## src/rtl/rtc_mem_arbiter_pkg.sv

```systemverilog
// rtl/rtc_mem_arbiter_pkg.sv - shared widths, FSM encoding and protected-address limit for the RTC memory arbiter
// Ports: none (package).
package rtc_mem_arbiter_pkg;

  localparam int DATA_WIDTH_DEF = 8;
  localparam int ADDR_WIDTH_DEF = 4;

  // Seconds, minutes and hours live at 0x0..0x2; this is the highest protected address.
  localparam int PROT_ADDR_LIMIT = 2;

  typedef enum logic [1:0] {
    ST_IDLE  = 2'd0,
    ST_ISSUE = 2'd1,
    ST_WAIT  = 2'd2,
    ST_RESP  = 2'd3
  } arb_state_t;

endpackage

```

## src/rtl/rtc_mem_arbiter_if.sv

```systemverilog
// rtl/rtc_mem_arbiter_if.sv - bundle of the two requester ports and the store drive of the RTC memory arbiter
// Ports: a_*/b_* requester handshakes (req/we/addr/wdata in, gnt/rvalid/rdata out, a_err out),
//        mem_* registered store drive (addr/we/wdata out, rdata in).
// Modports: slave = arbiter side, master = requesters plus store side.
interface rtc_mem_arbiter_if
  import rtc_mem_arbiter_pkg::*;
#(
  parameter int DATA_WIDTH = DATA_WIDTH_DEF,
  parameter int ADDR_WIDTH = ADDR_WIDTH_DEF
);

  logic                  a_req;
  logic                  a_we;
  logic [ADDR_WIDTH-1:0] a_addr;
  logic [DATA_WIDTH-1:0] a_wdata;
  logic                  a_gnt;
  logic                  a_rvalid;
  logic [DATA_WIDTH-1:0] a_rdata;
  logic                  a_err;

  logic                  b_req;
  logic                  b_we;
  logic [ADDR_WIDTH-1:0] b_addr;
  logic [DATA_WIDTH-1:0] b_wdata;
  logic                  b_gnt;
  logic                  b_rvalid;
  logic [DATA_WIDTH-1:0] b_rdata;

  logic [ADDR_WIDTH-1:0] mem_addr;
  logic                  mem_we;
  logic [DATA_WIDTH-1:0] mem_wdata;
  logic [DATA_WIDTH-1:0] mem_rdata;

  modport slave (
    input  a_req, a_we, a_addr, a_wdata,
    output a_gnt, a_rvalid, a_rdata, a_err,
    input  b_req, b_we, b_addr, b_wdata,
    output b_gnt, b_rvalid, b_rdata,
    output mem_addr, mem_we, mem_wdata,
    input  mem_rdata
  );

  modport master (
    output a_req, a_we, a_addr, a_wdata,
    input  a_gnt, a_rvalid, a_rdata, a_err,
    output b_req, b_we, b_addr, b_wdata,
    input  b_gnt, b_rvalid, b_rdata,
    input  mem_addr, mem_we, mem_wdata,
    output mem_rdata
  );

endinterface

```

## src/rtl/rtc_rr_arbiter.sv

```systemverilog
// rtl/rtc_rr_arbiter.sv - two-input round-robin arbiter with a last-winner flag
// Ports: clk, reset_n (async active-low); req_a, req_b requests; accept commits the current
//        grant and updates the last-winner flag; grant_a, grant_b combinational one-hot grant.
module rtc_rr_arbiter (
  input  logic clk,
  input  logic reset_n,
  input  logic req_a,
  input  logic req_b,
  input  logic accept,
  output logic grant_a,
  output logic grant_b
);

  // 1 = B won last; resets to B so A takes the first tie.
  logic last_b_q;

  always_comb begin
    grant_a = req_a & (~req_b | last_b_q);
    grant_b = req_b & ~grant_a;
  end

  always_ff @(posedge clk or negedge reset_n) begin
    if (!reset_n) begin
      last_b_q <= 1'b1;
    end else if (accept) begin
      last_b_q <= grant_b;
    end
  end

endmodule

```

## src/rtl/rtc_mem_arbiter.sv

```systemverilog
// rtl/rtc_mem_arbiter.sv - two-port round-robin arbiter onto a single synchronous RTC register store
// Ports: clk, reset_n (async active-low); bus (rtc_mem_arbiter_if.slave) carrying the port A
//        (host) and port B (timekeeper) handshakes and the registered mem_* store drive.
// Optional: RTC_ARB_WRPROTECT_EN drops port A writes to 0x0..0x2 and pulses a_err with a_gnt.
module rtc_mem_arbiter
  import rtc_mem_arbiter_pkg::*;
#(
  parameter int DATA_WIDTH = DATA_WIDTH_DEF,
  parameter int ADDR_WIDTH = ADDR_WIDTH_DEF
) (
  input  logic                clk,
  input  logic                reset_n,
  rtc_mem_arbiter_if.slave    bus
);

  arb_state_t            state_q;
  arb_state_t            state_d;
  logic                  winner_b_q;
  logic                  is_write_q;
  logic [ADDR_WIDTH-1:0] mem_addr_q;
  logic                  mem_we_q;
  logic [DATA_WIDTH-1:0] mem_wdata_q;
  logic [DATA_WIDTH-1:0] a_rdata_q;
  logic [DATA_WIDTH-1:0] b_rdata_q;

  logic                  grant_a;
  logic                  grant_b;
  logic                  accept;
  logic                  wr_drop;
  logic                  sel_we;
  logic [ADDR_WIDTH-1:0] sel_addr;
  logic [DATA_WIDTH-1:0] sel_wdata;

  // Requests are only looked at in IDLE, which keeps exactly one access in flight.
  assign accept = (state_q == ST_IDLE) & (bus.a_req | bus.b_req);

  rtc_rr_arbiter u_rr (
    .clk     (clk),
    .reset_n (reset_n),
    .req_a   (bus.a_req),
    .req_b   (bus.b_req),
    .accept  (accept),
    .grant_a (grant_a),
    .grant_b (grant_b)
  );

  assign sel_we    = grant_a ? bus.a_we    : bus.b_we;
  assign sel_addr  = grant_a ? bus.a_addr  : bus.b_addr;
  assign sel_wdata = grant_a ? bus.a_wdata : bus.b_wdata;

`ifdef RTC_ARB_WRPROTECT_EN
  localparam logic [ADDR_WIDTH-1:0] PROT_LIMIT = ADDR_WIDTH'(PROT_ADDR_LIMIT);
  logic prot_q;

  assign wr_drop = grant_a & bus.a_we & (bus.a_addr <= PROT_LIMIT);

  always_ff @(posedge clk or negedge reset_n) begin
    if (!reset_n) begin
      prot_q <= 1'b0;
    end else if (accept) begin
      prot_q <= wr_drop;
    end else if (state_q == ST_ISSUE) begin
      prot_q <= 1'b0;
    end
  end

  // A dropped write is still granted; the error rides alongside that grant.
  assign bus.a_err = (state_q == ST_ISSUE) & prot_q;
`else
  assign wr_drop   = 1'b0;
  assign bus.a_err = 1'b0;
`endif

  always_ff @(posedge clk or negedge reset_n) begin
    if (!reset_n) begin
      state_q     <= ST_IDLE;
      winner_b_q  <= 1'b1;
      is_write_q  <= 1'b0;
      mem_addr_q  <= '0;
      mem_we_q    <= 1'b0;
      mem_wdata_q <= '0;
      a_rdata_q   <= '0;
      b_rdata_q   <= '0;
    end else begin
      state_q <= state_d;
      case (state_q)
        ST_IDLE: begin
          if (accept) begin
            winner_b_q  <= grant_b;
            is_write_q  <= sel_we;
            mem_addr_q  <= sel_addr;
            mem_wdata_q <= sel_wdata;
            mem_we_q    <= sel_we & ~wr_drop;
          end
        end
        ST_ISSUE: begin
          // The store samples the write at the end of ISSUE; never hold it longer.
          mem_we_q <= 1'b0;
        end
        ST_WAIT: begin
          if (winner_b_q) begin
            b_rdata_q <= bus.mem_rdata;
          end else begin
            a_rdata_q <= bus.mem_rdata;
          end
        end
        default: begin
        end
      endcase
    end
  end

  always_comb begin
    state_d = state_q;
    case (state_q)
      ST_IDLE:  if (accept) state_d = ST_ISSUE;
      ST_ISSUE: state_d = is_write_q ? ST_IDLE : ST_WAIT;
      ST_WAIT:  state_d = ST_RESP;
      ST_RESP:  state_d = ST_IDLE;
      default:  state_d = ST_IDLE;
    endcase
  end

  assign bus.a_gnt     = (state_q == ST_ISSUE) & ~winner_b_q;
  assign bus.b_gnt     = (state_q == ST_ISSUE) &  winner_b_q;
  assign bus.a_rvalid  = (state_q == ST_RESP)  & ~winner_b_q;
  assign bus.b_rvalid  = (state_q == ST_RESP)  &  winner_b_q;
  assign bus.a_rdata   = a_rdata_q;
  assign bus.b_rdata   = b_rdata_q;
  assign bus.mem_addr  = mem_addr_q;
  assign bus.mem_we    = mem_we_q;
  assign bus.mem_wdata = mem_wdata_q;

endmodule

```

## src/flat_wrapper.sv

```systemverilog
// flat-port wrapper written by rule: the top's interface ports become plain ports
module rtc_mem_arbiter_flat import rtc_mem_arbiter_pkg::*;
#(
  parameter int DATA_WIDTH = DATA_WIDTH_DEF,
  parameter int ADDR_WIDTH = ADDR_WIDTH_DEF
)
  (clk, reset_n, bus_a_req, bus_a_we, bus_a_addr, bus_a_wdata, bus_a_gnt, bus_a_rvalid, bus_a_rdata, bus_a_err, bus_b_req, bus_b_we, bus_b_addr, bus_b_wdata, bus_b_gnt, bus_b_rvalid, bus_b_rdata, bus_mem_addr, bus_mem_we, bus_mem_wdata, bus_mem_rdata);
  rtc_mem_arbiter_if #(.DATA_WIDTH(DATA_WIDTH), .ADDR_WIDTH(ADDR_WIDTH)) bus_i ();
  input  logic clk;
  input  logic reset_n;
  input wire logic [$bits(bus_i.a_req)-1:0] bus_a_req;
  input wire logic [$bits(bus_i.a_we)-1:0] bus_a_we;
  input wire logic [$bits(bus_i.a_addr)-1:0] bus_a_addr;
  input wire logic [$bits(bus_i.a_wdata)-1:0] bus_a_wdata;
  output wire logic [$bits(bus_i.a_gnt)-1:0] bus_a_gnt;
  output wire logic [$bits(bus_i.a_rvalid)-1:0] bus_a_rvalid;
  output wire logic [$bits(bus_i.a_rdata)-1:0] bus_a_rdata;
  output wire logic [$bits(bus_i.a_err)-1:0] bus_a_err;
  input wire logic [$bits(bus_i.b_req)-1:0] bus_b_req;
  input wire logic [$bits(bus_i.b_we)-1:0] bus_b_we;
  input wire logic [$bits(bus_i.b_addr)-1:0] bus_b_addr;
  input wire logic [$bits(bus_i.b_wdata)-1:0] bus_b_wdata;
  output wire logic [$bits(bus_i.b_gnt)-1:0] bus_b_gnt;
  output wire logic [$bits(bus_i.b_rvalid)-1:0] bus_b_rvalid;
  output wire logic [$bits(bus_i.b_rdata)-1:0] bus_b_rdata;
  output wire logic [$bits(bus_i.mem_addr)-1:0] bus_mem_addr;
  output wire logic [$bits(bus_i.mem_we)-1:0] bus_mem_we;
  output wire logic [$bits(bus_i.mem_wdata)-1:0] bus_mem_wdata;
  input wire logic [$bits(bus_i.mem_rdata)-1:0] bus_mem_rdata;
  assign bus_i.a_req = bus_a_req;
  assign bus_i.a_we = bus_a_we;
  assign bus_i.a_addr = bus_a_addr;
  assign bus_i.a_wdata = bus_a_wdata;
  assign bus_a_gnt = bus_i.a_gnt;
  assign bus_a_rvalid = bus_i.a_rvalid;
  assign bus_a_rdata = bus_i.a_rdata;
  assign bus_a_err = bus_i.a_err;
  assign bus_i.b_req = bus_b_req;
  assign bus_i.b_we = bus_b_we;
  assign bus_i.b_addr = bus_b_addr;
  assign bus_i.b_wdata = bus_b_wdata;
  assign bus_b_gnt = bus_i.b_gnt;
  assign bus_b_rvalid = bus_i.b_rvalid;
  assign bus_b_rdata = bus_i.b_rdata;
  assign bus_mem_addr = bus_i.mem_addr;
  assign bus_mem_we = bus_i.mem_we;
  assign bus_mem_wdata = bus_i.mem_wdata;
  assign bus_i.mem_rdata = bus_mem_rdata;
  rtc_mem_arbiter #(.DATA_WIDTH(DATA_WIDTH), .ADDR_WIDTH(ADDR_WIDTH)) u_core (.clk(clk), .reset_n(reset_n), .bus(bus_i));
endmodule
```

## config.mk

```make
export PLATFORM = sky130hd
export DESIGN_NAME = rtc_mem_arbiter_flat
export DESIGN_NICKNAME = d
export VERILOG_FILES = /design/src/rtl/rtc_mem_arbiter_pkg.sv /design/src/rtl/rtc_mem_arbiter_if.sv /design/src/rtl/rtc_rr_arbiter.sv /design/src/rtl/rtc_mem_arbiter.sv /design/src/flat_wrapper.sv
export SDC_FILE = /design/constraint.sdc
export NUM_CORES = 1
export LEC_CHECK = 0
export ABC_AREA = 0
export BUFFER_PORTS_ARGS = -buffer_cell sky130_fd_sc_hd__buf_2
export CORE_MARGIN = 1
export CORE_UTILIZATION = 38
export CTS_CLUSTER_SIZE = 16
export DETAILED_ROUTE_END_ITERATION = 8
export PLACE_DENSITY = 0.7
export SYNTH_ARGS = -nofsm -noshare
export SYNTH_HDL_FRONTEND = slang
export SYNTH_HIERARCHICAL = 1
export SYNTH_SLANG_ARGS = --single-unit
export TNS_END_PERCENT = 30
```

## constraint.sdc

```tcl
create_clock -name clk -period 1.75 [get_ports clk]
set_input_delay 0.175 -clock clk [delete_from_list [all_inputs] [get_ports clk]]
set_output_delay 0.175 -clock clk [all_outputs]
set_load 0.02 [all_outputs]
```

-- After elaboration in Yosys (flattened, before gate mapping)
Cells that the tools add are included.
- bits in registers: 34
- input port bits: 38
- equal/unequal tests: 4
- multiplexer cells: 8
- bitwise operators: 12
- reduce and logical (&&, ||, !) cells: 6
- operators with widths (kind ; count):
    two-way mux 8 bit ; 1
    one-hot mux 2 bit (4 select lines) ; 1
    AND reduction 2 bit ; 4
    bitwise AND 1 bit ; 7
    == test 2 bit (second input constant) ; 2
    two-way mux 2 bit ; 2
    two-way mux 4 bit ; 1
    NOT 1 bit ; 3
    == test 2 x 1 -> 1 bit (second input constant) ; 1
    zero test 2 bit ; 1
    two-way mux 1 bit ; 2
    inequality test 2 x 1 -> 1 bit (second input constant) ; 1
    OR 1 bit ; 2
    one-hot mux 1 bit (2 select lines) ; 1
    nonzero test 2 bit ; 1

-- Logic depth before layout (Yosys ltp)
- depth in word-level cells: 6
- gate-level depth with buffers: 5
- depth with buffers taken out: 4

-- Cells and area by module
The synthesis kept the hierarchy.
- by module, submodules not included (module ; times used ; cells an instance ; area each (um2)):
    rtc_mem_arbiter ; 1 ; 100 ; 1480.2
    rtc_rr_arbiter ; 1 ; 5 ; 63.8

-- Worst setup path before layout
Ideal clock, no wire load.
- kind: register to register
- from: register u_core.u_rr.last_b_q
- to: register u_core.mem_addr_q[3], in the netlist u_core/bus.mem_addr[3]
- arrival: 1780 ps
- required time: 1625 ps
- path slack: -155 ps
- cell stages (with the launch flop): 6
- period minus slack after synthesis: 1905 ps
- path through: dfstp_2 > inv_1 > a21boi_0 > buf_2 > mux2_2 > mux2_2
- longest elaborated chain between the ends: 3
- RTL lines (element ; RTL line ; RTL):
    from (decl) ; rtc_rr_arbiter.sv:15 ; logic last_b_q;
    from (signal assigned) ; rtc_rr_arbiter.sv:26 ; last_b_q <= grant_b;
    OR 1 bit ; rtc_rr_arbiter.sv:18 ; grant_a = req_a & (~req_b | last_b_q);
    bitwise AND 1 bit ; rtc_rr_arbiter.sv:18 ;
    via u_core.grant_a ; rtc_mem_arbiter.sv:26 ; logic grant_a;
    two-way mux 4 bit ; rtc_mem_arbiter.sv:48 ; assign sel_addr = grant_a ? bus.a_addr : bus.b_addr;
    to (signal assigned) ; rtc_mem_arbiter.sv:91 ; mem_addr_q <= sel_addr;
    to (decl) ; rtc_mem_arbiter.sv:20 ; logic [ADDR_WIDTH-1:0] mem_addr_q;
The timed path passes the listed nets, and every way through them passes these cells.
A chain may end at the register's enable or synchronous reset.

-- Worst setup path after layout
- from: register u_core.u_rr.last_b_q
- to: register u_core.mem_addr_q[1], in the netlist u_core/bus.mem_addr[1]
The elaborated chain is that of the path after synthesis.

==> impl_metrics.csv <==
group,metric,value,unit
outcome,outcome,"complete, no violations",
synthesis,syn_avg_cell_area,14.7,µm²
grt,grt_first_pass_wirelength,4.82,mm
detailed_routing,via_per_inst,4.69,
final_layout,fin_area,2040,µm²
timing,rsz0062_at_grt,"no",
synthesis,synth_simple_gate_area_share,4.38,%
final_layout,fillers,316,
synthesis,synthArstFlopShare,100,%
die,dieArea,4320,µm²
power_and_ir_drop,p_leak,1.04,nW
grt,grt_max_degree,35,
timing,period_minus_slack,1.65,ns
clocking,tritoncts,"done",
timing,hold_viol_final,0,
placed_design,dpl_cell_area,1940,µm²
power_and_ir_drop,power-per-cell-area,1870,nW/µm²
grt,overflow,0,
grt,grt_use_total,15.2,%
detailed_routing,drt_wl_total,3.06,mm
critical_path,r2r_start,"u_core/u_rr/last_b_q",
synthesis,synth_edf_count,0,
die,placementRows,22,
synthesis,synthTopCellsByCount,"mux2_2, dfrtp_1, mux2_4",
grt,grt_pass1_vias,1068,
timing,slew-limit-headroom,42.6,%
critical_path,end_kind,"register",
critical_path,r2r_cells,5,
synthesis,synth_area_leaders,"dfrtp_1, mux2_2, mux2_4",
run,max-cap-violations,0,
die,io_pins,72,
clocking,clk_path_buf_depth,2,
clocking,ctsHtreeMaxLevel,2,
synthesis,synth_top_family_by_area,"multiplexers",
final_layout,drive_above_1_share,70.9,%
synthesis,yosysUniqueCellTypes,21,
detailed_routing,drcViolationCount,0,
critical_path,startpoint,"u_core/u_rr/last_b_q",
timing,setup_tns,0,ns
final_layout,antenna_cells,0,
detailed_routing,drt_first_pass_iters,4,
die,core,3770,µm²
critical_path,reg2reg_to,"u_core/bus.mem_addr[1]",
synthesis,yosysTopAreaCellShare,51.9,%
clocking,post_cts_resized,0,
die,die_w,65.7,µm
detailed_routing,wl_met1,1.35,mm
detailed_routing,detail-route-antenna-nets,0,
clocking,post_cts_buffers,0,
detailed_routing,wl_met3,164,µm
synthesis,synth_xor_area_share,0,%
critical_path,arrival,1.81,ns
final_layout,fin_nets,219,
synthesis,synth_warnings,6,
die,initial_core_util,40.9,%
grt,antenna_found_initial,0,
synthesis,yosysMostFrequentCell,"mux2_2",
timing,worst_pin_slew,0.860,ns
synthesis,synth_nets,143,
placed_design,dp_slack,0.0949,ns
synthesis,ys_seq_elements,34,
detailed_routing,dr_wl_met2,1.50,mm
timing,finalCritPeriodShare,94.3,%
timing,setup_viol,0,
timing,maxSlewViolCount,0,
clocking,cts_buffers,5,
clocking,clock_latency,0.27,ns
synthesis,synth_top_area_cell,"dfrtp_1",
timing,setup_slack,0.100,ns
final_layout,synthToLayoutAreaGrowth,32.3,%
synthesis,synth_mux_area_share,34.8,%
min_path,min_path_type,"in -> reg",
synthesis,synth_compound_area_share,2.11,%
placed_design,portBuffers,70,
critical_path,cp-start-kind,"register",
critical_path,endpoint,"u_core/bus.mem_addr[1]",
placed_design,dp_hpwl,2.40,mm
synthesis,ys.flop_type,"dfrtp_1",
detailed_routing,topRoutingLayerUsed,"met4",
critical_path,required,1.91,ns
detailed_routing,wl_per_cell,13.3,µm
detailed_routing,vias,1079,
clocking,clk_pin_slew,0.07,ns
synthesis,yosysSeqAreaShare,55.3,%
clocking,cts_num_sinks,34,
die,dieHeight,65.7,µm
detailed_routing,drtIter0Drc,14,
timing,fin_skew,0.00751,ns
synthesis,netlist_instances,105,
synthesis,synth_fa_ha_area_share,0,%
critical_path,critical_path_class,"reg -> reg",
critical_path,r2r_slack,0.10,ns
timing,max_freq,606,MHz
power_and_ir_drop,irDropWorstVdd,1.02,mV
placed_design,gp_congestion,0.666,
clocking,root_buffer,"clkbuf_8",
critical_path,path_max_fanout,7,
synthesis,netlist_area,1540,µm²
## kinds of logic (layout without fill, tap and decap cells)
logic type / count (synthesis) / in the layout
and+or+nand+nor: 13 / 13
muxes: 45 / 45
DFF: 34 / 34
buffers and inverters: 8 / 85
AOI/OAI and AO/OA: 4 / 4
other: 1 / 1
## cells in the final DEF, fill, tap and decap left out, drive strengths merged
cell type and count:
clkbuf 6, or2 1, o21ai 2, clkinvlp 1, dfrtp 32, clkinv 1
inv 4, nand2 2, conb 1, mux2 42, nand2b 2, dlygate4sd3 1
dfstp 2, buf 72, a21boi 2, nor3 1, mux2i 3, nor2 7
## routing by layer
| layer | vias up | global-route usage (%) |
|---|---|---|
| met4 | 0 | 6.79 |
| met3 | 4 | 4.86 |
| met1 | 526 | 18.7 |
| met2 | 37 | 24.1 |
| li1 | 512 | - |
| met5 | - | 0 |
## worst min-delay path by stage
stage / startpoint / end / slack [ns] / cells after the start
2_1_floorplan: reset_n / async pin / -0.12 / 0
3_3_place_gp: reset_n / u_core/bus.a_rdata[0] / 0.27 / 1
3_5_place_dp: reset_n / u_core/bus.a_rdata[0] / 0.28 / 1
4_1_cts: bus_mem_rdata[5] / u_core/bus.b_rdata[5] / 0.13 / 2
5_1_grt: bus_mem_rdata[4] / u_core/bus.b_rdata[4] / 0.13 / 2
6_report: bus_mem_rdata[0] / u_core/bus.b_rdata[0] / 0.14 / 2
## area by class of cell
| cell class | count | area [µm²] | area share (%) |
|---|---|---|---|
| Inverter | 4 | 15.0 | 0.735 |
| Sequential cell | 34 | 853 | 41.8 |
| Clock inverter | 2 | 12.5 | 0.612 |
| Tap cell | 48 | 60.1 | 2.94 |
| Timing Repair Buffer | 73 | 375 | 18.4 |
| Clock buffer | 6 | 82.6 | 4.04 |
| Multi-Input combinational cell | 63 | 644 | 31.5 |
## where the power goes
part           switching [mW]  internal (mW)
Clock                   0.266          0.316
Sequential              0.236           1.20
Combinational           0.956          0.844
## timing repair
item / in CTS / in global routing
endpoints found under the setup margin: 0 / 0
endpoints found under the hold margin: 32 / 0
hold buffers: 1 / 0
## sequential cells by signal, indices dropped and copies added, names as in the netlist, named ones only
name / cells
u_core/winner_b_q: 1
u_core/is_write_q: 1
u_core/state_q: 1
u_core/bus.a_rdata: 8
u_core/bus.mem_wdata: 8
u_core/u_rr/last_b_q: 1
u_core/bus.mem_we: 1
u_core/bus.b_rdata: 8
u_core/bus.mem_addr: 4
## worst max-delay path, cell delays in order (launching register included)
cell	delay, ns
dfstp_2	0.55
inv_1	0.06
a21boi_2	0.14
buf_4	0.18
mux2_2	0.35
mux2_2	0.26
## metrics by stage
stage	std cells	hold slack, ns	total power, mW	utilization (%)
global placement	221	0.268	3.21	51.4
detailed placement	221	0.281	3.28	51.4
finish	230	0.140	3.82	54.2
global route	230	0.133	4.07	54.2
CTS	230	0.130	3.87	54.2
floorplan	105	-0.121	2.70	-
Note: power is estimated with default switching activity, not from simulation.
